===== src/rtl/fpu_norm_round.sv =====
// fpu_norm_round: normalize + round-to-nearest-even stage behind the FP32 adder.
// Define FPU_NORM_LZC_EN for single-cycle leading-zero-count normalization.
module fpu_norm_round #(
  parameter int MAN_BITS = 23,
  parameter int EXP_BITS = 8
) (
  input  logic                         i_clk,
  input  logic                         i_rst_n,
  input  logic                         i_valid,
  output logic                         o_ready,
  input  logic                         i_sign,
  input  logic [EXP_BITS+1:0]          i_exp,
  input  logic [MAN_BITS+1:0]          i_man,
  input  logic [2:0]                   i_grs,
  input  logic                         i_special,
  input  logic [EXP_BITS+MAN_BITS:0]   i_special_val,
  output logic                         o_valid,
  input  logic                         i_ready,
  output logic [EXP_BITS+MAN_BITS:0]   o_result,
  output logic                         o_overflow,
  output logic                         o_underflow,
  output logic                         o_inexact
);

  localparam int EW   = EXP_BITS + 2;
  localparam int MW   = MAN_BITS + 2;
  localparam int RW   = EXP_BITS + MAN_BITS + 1;
  localparam int EMAX = (1 << EXP_BITS) - 1;

  typedef enum logic [1:0] {IDLE, NORM, ROUND, DONE} state_t;

  state_t          state_q, state_d;
  logic            rdy_q, rdy_d;
  logic            sign_q, sign_d;
  logic [EW-1:0]   exp_q, exp_d;
  logic [MW-1:0]   man_q, man_d;
  logic [2:0]      grs_q, grs_d;
  logic [RW-1:0]   res_q, res_d;
  logic            ovf_q, ovf_d;
  logic            unf_q, unf_d;
  logic            inx_q, inx_d;

  logic            accept;
  logic            in_zero;
  logic            carry;

  assign accept  = i_valid && rdy_q;
  assign in_zero = (i_man == '0) && (i_grs == 3'b000);
  assign carry   = man_q[MW-1];

`ifdef FPU_NORM_LZC_EN
  localparam int XW = MAN_BITS + 4;

  function automatic logic [EW-1:0] lzc(input logic [XW-1:0] v);
    logic found;
    lzc   = '0;
    found = 1'b0;
    for (int i = XW - 1; i >= 0; i--) begin
      if (!found) begin
        if (v[i]) found = 1'b1;
        else      lzc   = lzc + EW'(1);
      end
    end
  endfunction

  logic [XW-1:0] nv, fill, sh;
  logic [EW-1:0] lz, lim, k;

  // GRS bits shift in behind the mantissa; sticky keeps refilling the tail
  always_comb begin
    nv   = {man_q[MAN_BITS:0], grs_q};
    lz   = lzc(nv);
    lim  = (exp_q > EW'(1)) ? exp_q - EW'(1) : '0;
    k    = (lz < lim) ? lz : lim;
    fill = grs_q[0] ? ~({XW{1'b1}} << k) : '0;
    sh   = (nv << k) | fill;
  end
`else
  logic can_left;
  assign can_left = !man_q[MAN_BITS] && (exp_q > EW'(1));
`endif

  logic                inc;
  logic [MAN_BITS+1:0] rsum;
  logic                rcarry;
  logic [MAN_BITS:0]   rman;
  logic [EW-1:0]       rexp;
  logic                r_inx;

  always_comb begin
    inc    = grs_q[2] & (grs_q[1] | grs_q[0] | man_q[0]);
    rsum   = {1'b0, man_q[MAN_BITS:0]} + {{(MAN_BITS+1){1'b0}}, inc};
    rcarry = rsum[MAN_BITS+1];
    rman   = rcarry ? rsum[MAN_BITS+1:1] : rsum[MAN_BITS:0];
    rexp   = exp_q + {{(EW-1){1'b0}}, rcarry};
    r_inx  = |grs_q;
  end

  always_ff @(posedge i_clk) begin
    if (!i_rst_n) state_q <= IDLE;
    else          state_q <= state_d;
  end

  always_comb begin
    state_d = state_q;
    unique case (state_q)
      IDLE: begin
        if (accept) state_d = (i_special || in_zero) ? DONE : NORM;
      end
      NORM: begin
`ifdef FPU_NORM_LZC_EN
        state_d = ROUND;
`else
        if (!carry && !can_left) state_d = ROUND;
`endif
      end
      ROUND: state_d = DONE;
      DONE: begin
        if (i_ready) state_d = IDLE;
      end
      default: state_d = IDLE;
    endcase
  end

  always_comb begin
    o_valid     = (state_q == DONE);
    o_ready     = rdy_q;
    o_result    = res_q;
    o_overflow  = ovf_q;
    o_underflow = unf_q;
    o_inexact   = inx_q;
  end

  always_comb begin
    rdy_d  = (state_d == IDLE);
    sign_d = sign_q;
    exp_d  = exp_q;
    man_d  = man_q;
    grs_d  = grs_q;
    res_d  = res_q;
    ovf_d  = ovf_q;
    unf_d  = unf_q;
    inx_d  = inx_q;
    unique case (state_q)
      IDLE: begin
        if (accept) begin
          sign_d = i_sign;
          exp_d  = i_exp;
          man_d  = i_man;
          grs_d  = i_grs;
          if (i_special) begin
            res_d = i_special_val;
            ovf_d = 1'b0;
            unf_d = 1'b0;
            inx_d = 1'b0;
          end else if (in_zero) begin
            res_d = {i_sign, {(RW-1){1'b0}}};
            ovf_d = 1'b0;
            unf_d = 1'b0;
            inx_d = 1'b0;
          end
        end
      end
      NORM: begin
        if (carry) begin
          man_d = {1'b0, man_q[MW-1:1]};
          grs_d = {man_q[0], grs_q[2], grs_q[1] | grs_q[0]};
          exp_d = exp_q + EW'(1);
`ifdef FPU_NORM_LZC_EN
        end else begin
          man_d = {1'b0, sh[XW-1:3]};
          grs_d = sh[2:0];
          exp_d = exp_q - k;
        end
`else
        end else if (can_left) begin
          man_d = {man_q[MAN_BITS:0], grs_q[2]};
          grs_d = {grs_q[1], grs_q[0], grs_q[0]};
          exp_d = exp_q - EW'(1);
        end
`endif
      end
      ROUND: begin
        unf_d = 1'b0;
        if (rexp >= EW'(EMAX)) begin
          res_d = {sign_q, {EXP_BITS{1'b1}}, {MAN_BITS{1'b0}}};
          ovf_d = 1'b1;
          inx_d = 1'b1;
        end else if (rexp == EW'(1) && !rman[MAN_BITS]) begin
          res_d = {sign_q, {EXP_BITS{1'b0}}, rman[MAN_BITS-1:0]};
          ovf_d = 1'b0;
          unf_d = r_inx;
          inx_d = r_inx;
        end else begin
          res_d = {sign_q, rexp[EXP_BITS-1:0], rman[MAN_BITS-1:0]};
          ovf_d = 1'b0;
          inx_d = r_inx;
        end
      end
      DONE: ;
      default: ;
    endcase
  end

  always_ff @(posedge i_clk) begin
    if (!i_rst_n) begin
      rdy_q  <= 1'b0;
      sign_q <= 1'b0;
      exp_q  <= '0;
      man_q  <= '0;
      grs_q  <= '0;
      res_q  <= '0;
      ovf_q  <= 1'b0;
      unf_q  <= 1'b0;
      inx_q  <= 1'b0;
    end else begin
      rdy_q  <= rdy_d;
      sign_q <= sign_d;
      exp_q  <= exp_d;
      man_q  <= man_d;
      grs_q  <= grs_d;
      res_q  <= res_d;
      ovf_q  <= ovf_d;
      unf_q  <= unf_d;
      inx_q  <= inx_d;
    end
  end

endmodule


===== config.mk =====
export PLATFORM = sky130hd
export DESIGN_NAME = fpu_norm_round
export DESIGN_NICKNAME = d
export VERILOG_FILES = /design/src/rtl/fpu_norm_round.sv
export SDC_FILE = /design/constraint.sdc
export NUM_CORES = 1
export LEC_CHECK = 0
export BUFFER_PORTS_ARGS = -buffer_cell sky130_fd_sc_hd__clkbuf_2
export CORE_UTILIZATION = 56
export CTS_BUF_LIST = sky130_fd_sc_hd__clkbuf_8
export CTS_CLUSTER_DIAMETER = 200
export CTS_CLUSTER_SIZE = 10
export DETAILED_ROUTE_END_ITERATION = 8
export PLACE_DENSITY = 0.83
export SLEW_MARGIN = 30
export SYNTH_ARGS = -nofsm -noshare
export SYNTH_HDL_FRONTEND = slang
export SYNTH_SLANG_ARGS = --single-unit

===== constraint.sdc =====
create_clock -name i_clk -period 5.1 [get_ports i_clk]
set_input_delay 0.255 -clock i_clk [delete_from_list [all_inputs] [get_ports i_clk]]
set_output_delay 0.255 -clock i_clk [all_outputs]
set_load 0.03 [all_outputs]

==> key figures <==
Worst setup path
  – R2R cell count: 15
  – Worst setup path end: o_result[6]$_SDFFE_PN0P_
  – Crit path top cell by count: ha_1
  – Critical path required time: 5.38 ns
  – Crit path largest cell delay: 0.67 ns
  – CP Launch Point: grs_q[2]$_SDFFE_PN0P_
  – Reg2reg start: grs_q[2]$_SDFFE_PN0P_
  – CP max stage cell: o21a_1
  – WP data arrival: 4.93 ns
  – CP Depth: 15
  – Startpoint types: register
  – Worst R2R End: o_result[6]$_SDFFE_PN0P_
  – CP delay by family, top: simple AND/OR/NAND/NOR gates
  – Worst-path fanout max: 23
  – WP buf/inv: 2
  – Crit-path cells: and2_1, ha_1, nand3_1, nor2_1, nand3_1, buf_4, inv_1, ha_1, ha_1, nand4_1, or4_4, o32ai_4, o21a_1, o21ai_0, a31oi_1
  – R2r setup slk: 0.45 ns
  – Crit Path Class: register to register
  – CP endpoint kind: register

Synthesis
  – Post-Synthesis Cells: 657
  – Average size of a mapped cell: 7.36 um^2
  – #FFs+latches synth: 77
  – Ys Warns: 0
  – Compound-Gate Fraction of Synth Area: 30.7%
  – FFs w/ async S/R, synth: 0%
  – Largest family of logic cells by synthesized area: compound AO/OA/AOI/OAI gates
  – Sequential area share after synthesis: 31.9%
  – Mapped cell area: 4830 um^2
  – Synth cell count leaders: nand2_1 (89), o21ai_0 (81), dfxtp_1 (77), clkbuf_1 (53), a21oi_1 (44)
  – Post-Synth XOR/XNOR Area: 4.53%
  – Library cells used by synthesis: 56
  – Cell with the most instances after synthesis: nand2_1
  – Top cells by area, synth: dfxtp_1 (32%), o21ai_0 (8.4%), nand2_1 (6.9%)
  – Post-synth EDFFs: 0
  – Post-synthesis net count: 739
  – Adder-Cell Fraction of Synth Area: 1.55%
  – Leading area contributor after synthesis: dfxtp_1
  – Mux cell area share after synthesis: 1.71%
  – Synth top area share: 31.9%
  – Simple logic cell fraction of the synthesized area: 23.5%
  – Synth Flop Type: dfxtp_1

Floorplanning
  – Die X: 94.9 um
  – Die H: 94.9 um
  – IO Pins: 113
  – Standard cell core area: 8300 um^2
  – Starting Density: 58.2%
  – Num rows: 33
  – Die area: 9010 um^2

STA
  – Final min period: 4.65 ns
  – Fmax: 215 MHz
  – RSZ-0062 raised after global routing: no
  – Clock Skew: 0.0147 ns
  – Max Slew Vio Count: 0
  – Least-Margin Pin Slew: 0.765 ns
  – Relative slew slack: 48.9%
  – Final setup margin: 0.445 ns
  – Final Hold Viols: 0
  – Setup violators final: 0
  – Crit share post-route: 91.3%
  – Hold_ws: 0.137 ns
  – Setup_tns: 0 ns

Finish
  – Final Core Density: 67.4%
  – Antenna Diode Count: 0
  – Final instance area: 5590 um^2
  – Fin cells: 839
  – Layout Nets: 812
  – Layout cells sized above 1: 20.4%
  – Area grow syn2layout: 15.7%

Clock network
  – Post-CTS setup buffers: 0
  – CTS-repair resized insts: 0
  – Clock latency at the later pin of the worst-skew pair: 0.36 ns
  – Clock Sinks: 77
  – Cts hold-fix bufs: 0
  – H-tree Lvls: 3
  – CTS max path bufs: 2
  – TritonCTS clock tree: done
  – Root Buffer: clkbuf_8
  – CTS clock-pin slew for the worst setup and hold paths: 0.08 ns
  – Total CTS buffers: 9

Power
  – Total power density per cell area: 355 nW/um^2
  – P_leak: 2.16 nW
  – PnR Total Power: 1.99 mW
  – VDD IR max: 0.184 mV

Drt
  – Vias: 5380
  – Post-DRT Antenna Nets: 0
  – Drt drc: 0
  – Drt total wl: 14600 um
  – Pre-Repair DR Iteration Count: 5
  – Initial DRC Count: 451
  – WL/cell: 17.4 um
  – Via density: 6.41

GRT
  – Initial antenna violation count: 0
  – Remaining global-route overflow: 0
  – Largest net degree at the start of global routing: 45
  – GR Util met1: 48.5%
  – Global route hottest layer: met2
  – Met2 Track Usage GR: 51.1%
  – Total track usage: 33.4%
  – Vias in the first global route: 4655
  – Met3 Resource Use GR: 4.99%
  – First-pass GRT wire length: 23500 um

Job
  – Max cap viols: 0

Placed design
  – Dpl ws: 0.506 ns
  – Area after DPL: 5390 um^2
  – Port Buffers: 112
  – RePlAce Congestion: 0.915
  – Placed instance count: 824
  – DP HPWL: 10500 um

Worst hold path
  – Hold Crit Depth: 3
  – Hold Path Class: input port to register

Status
  – Status: completed
-- power breakdown --
| part | switching, mW | total, mW | internal [mW] |
|---|---|---|---|
| clock | 0.225 | 0.494 | 0.270 |
| sequential | 0.144 | 0.823 | 0.679 |
| combinational | 0.417 | 0.668 | 0.252 |
-- kinds of logic (layout without fill, tap and decap cells) --
kind of cell	count (synthesis)	in the layout
compound gates	228	228
mux	8	8
xor+xnor	25	25
fa+ha+maj	6	6
flops	77	77
simple gates	238	238
buf+inv	75	152
-- per-layer routing --
layer  vias up  routed length (um)  part of all wire, %
met5         -                   0                    0
li1       2582                   -                    -
met3        27                1460                   10
met1      2480                6570                   45
met4         0                 219                  1.5
met2       291                6380                   44
-- layout by cell type (no fill, tap or decap), drive strengths merged, types with 7 or more instances in the layout --
master  instances
inv            13
o21ai          82
nor4           12
and3            7
xor2            7
clkbuf        121
nand2          89
o211ai         14
dfxtp          77
nand4          12
nor3           14
xnor2          18
a221o          23
nor2           36
and2            7
a21oi          44
a31oi          20
nand3          39
buf            13
-- area by class of cell --
type / count / area [um^2]
clock buffers: 9 / 124
clock inverters: 6 / 81.3
fillers: 723 / 2710
inverters: 12 / 45.0
multi-input cells: 505 / 3010
flip-flops and latches: 77 / 1540
well taps: 105 / 131
repair buffers: 125 / 658
-- worst min-delay path by stage --
stage,startpoint,endpoint
after detailed placement,o_result[29]$_SDFFE_PN0P_,o_result[29]$_SDFFE_PN0P_
after floorplan,i_rst_n,o_result[10]$_SDFFE_PN0P_
after global routing,i_special_val[18],o_result[18]$_SDFFE_PN0P_
final,i_special_val[2],o_result[2]$_SDFFE_PN0P_
after global placement,o_result[31]$_SDFFE_PN0P_,o_result[31]$_SDFFE_PN0P_
after CTS,i_special_val[14],o_result[14]$_SDFFE_PN0P_
-- worst register-to-register path: cells and delay by family, from the launching register on --
kind            cells  cell delay (ns)
flops               1             0.48
compound gates      4             1.46
fa+ha+maj           3             0.73
simple gates        6             1.63
buf+inv             2             0.28
-- state kept, by name, indices dropped and copies added (netlist names) --
name         count
o_result        32
man_q           25
exp_q           10
grs_q            3
state_q          2
o_inexact        1
o_overflow       1
o_ready          1
o_underflow      1
sign_q           1
No activity file was read; power rests on OpenSTA's default activity.
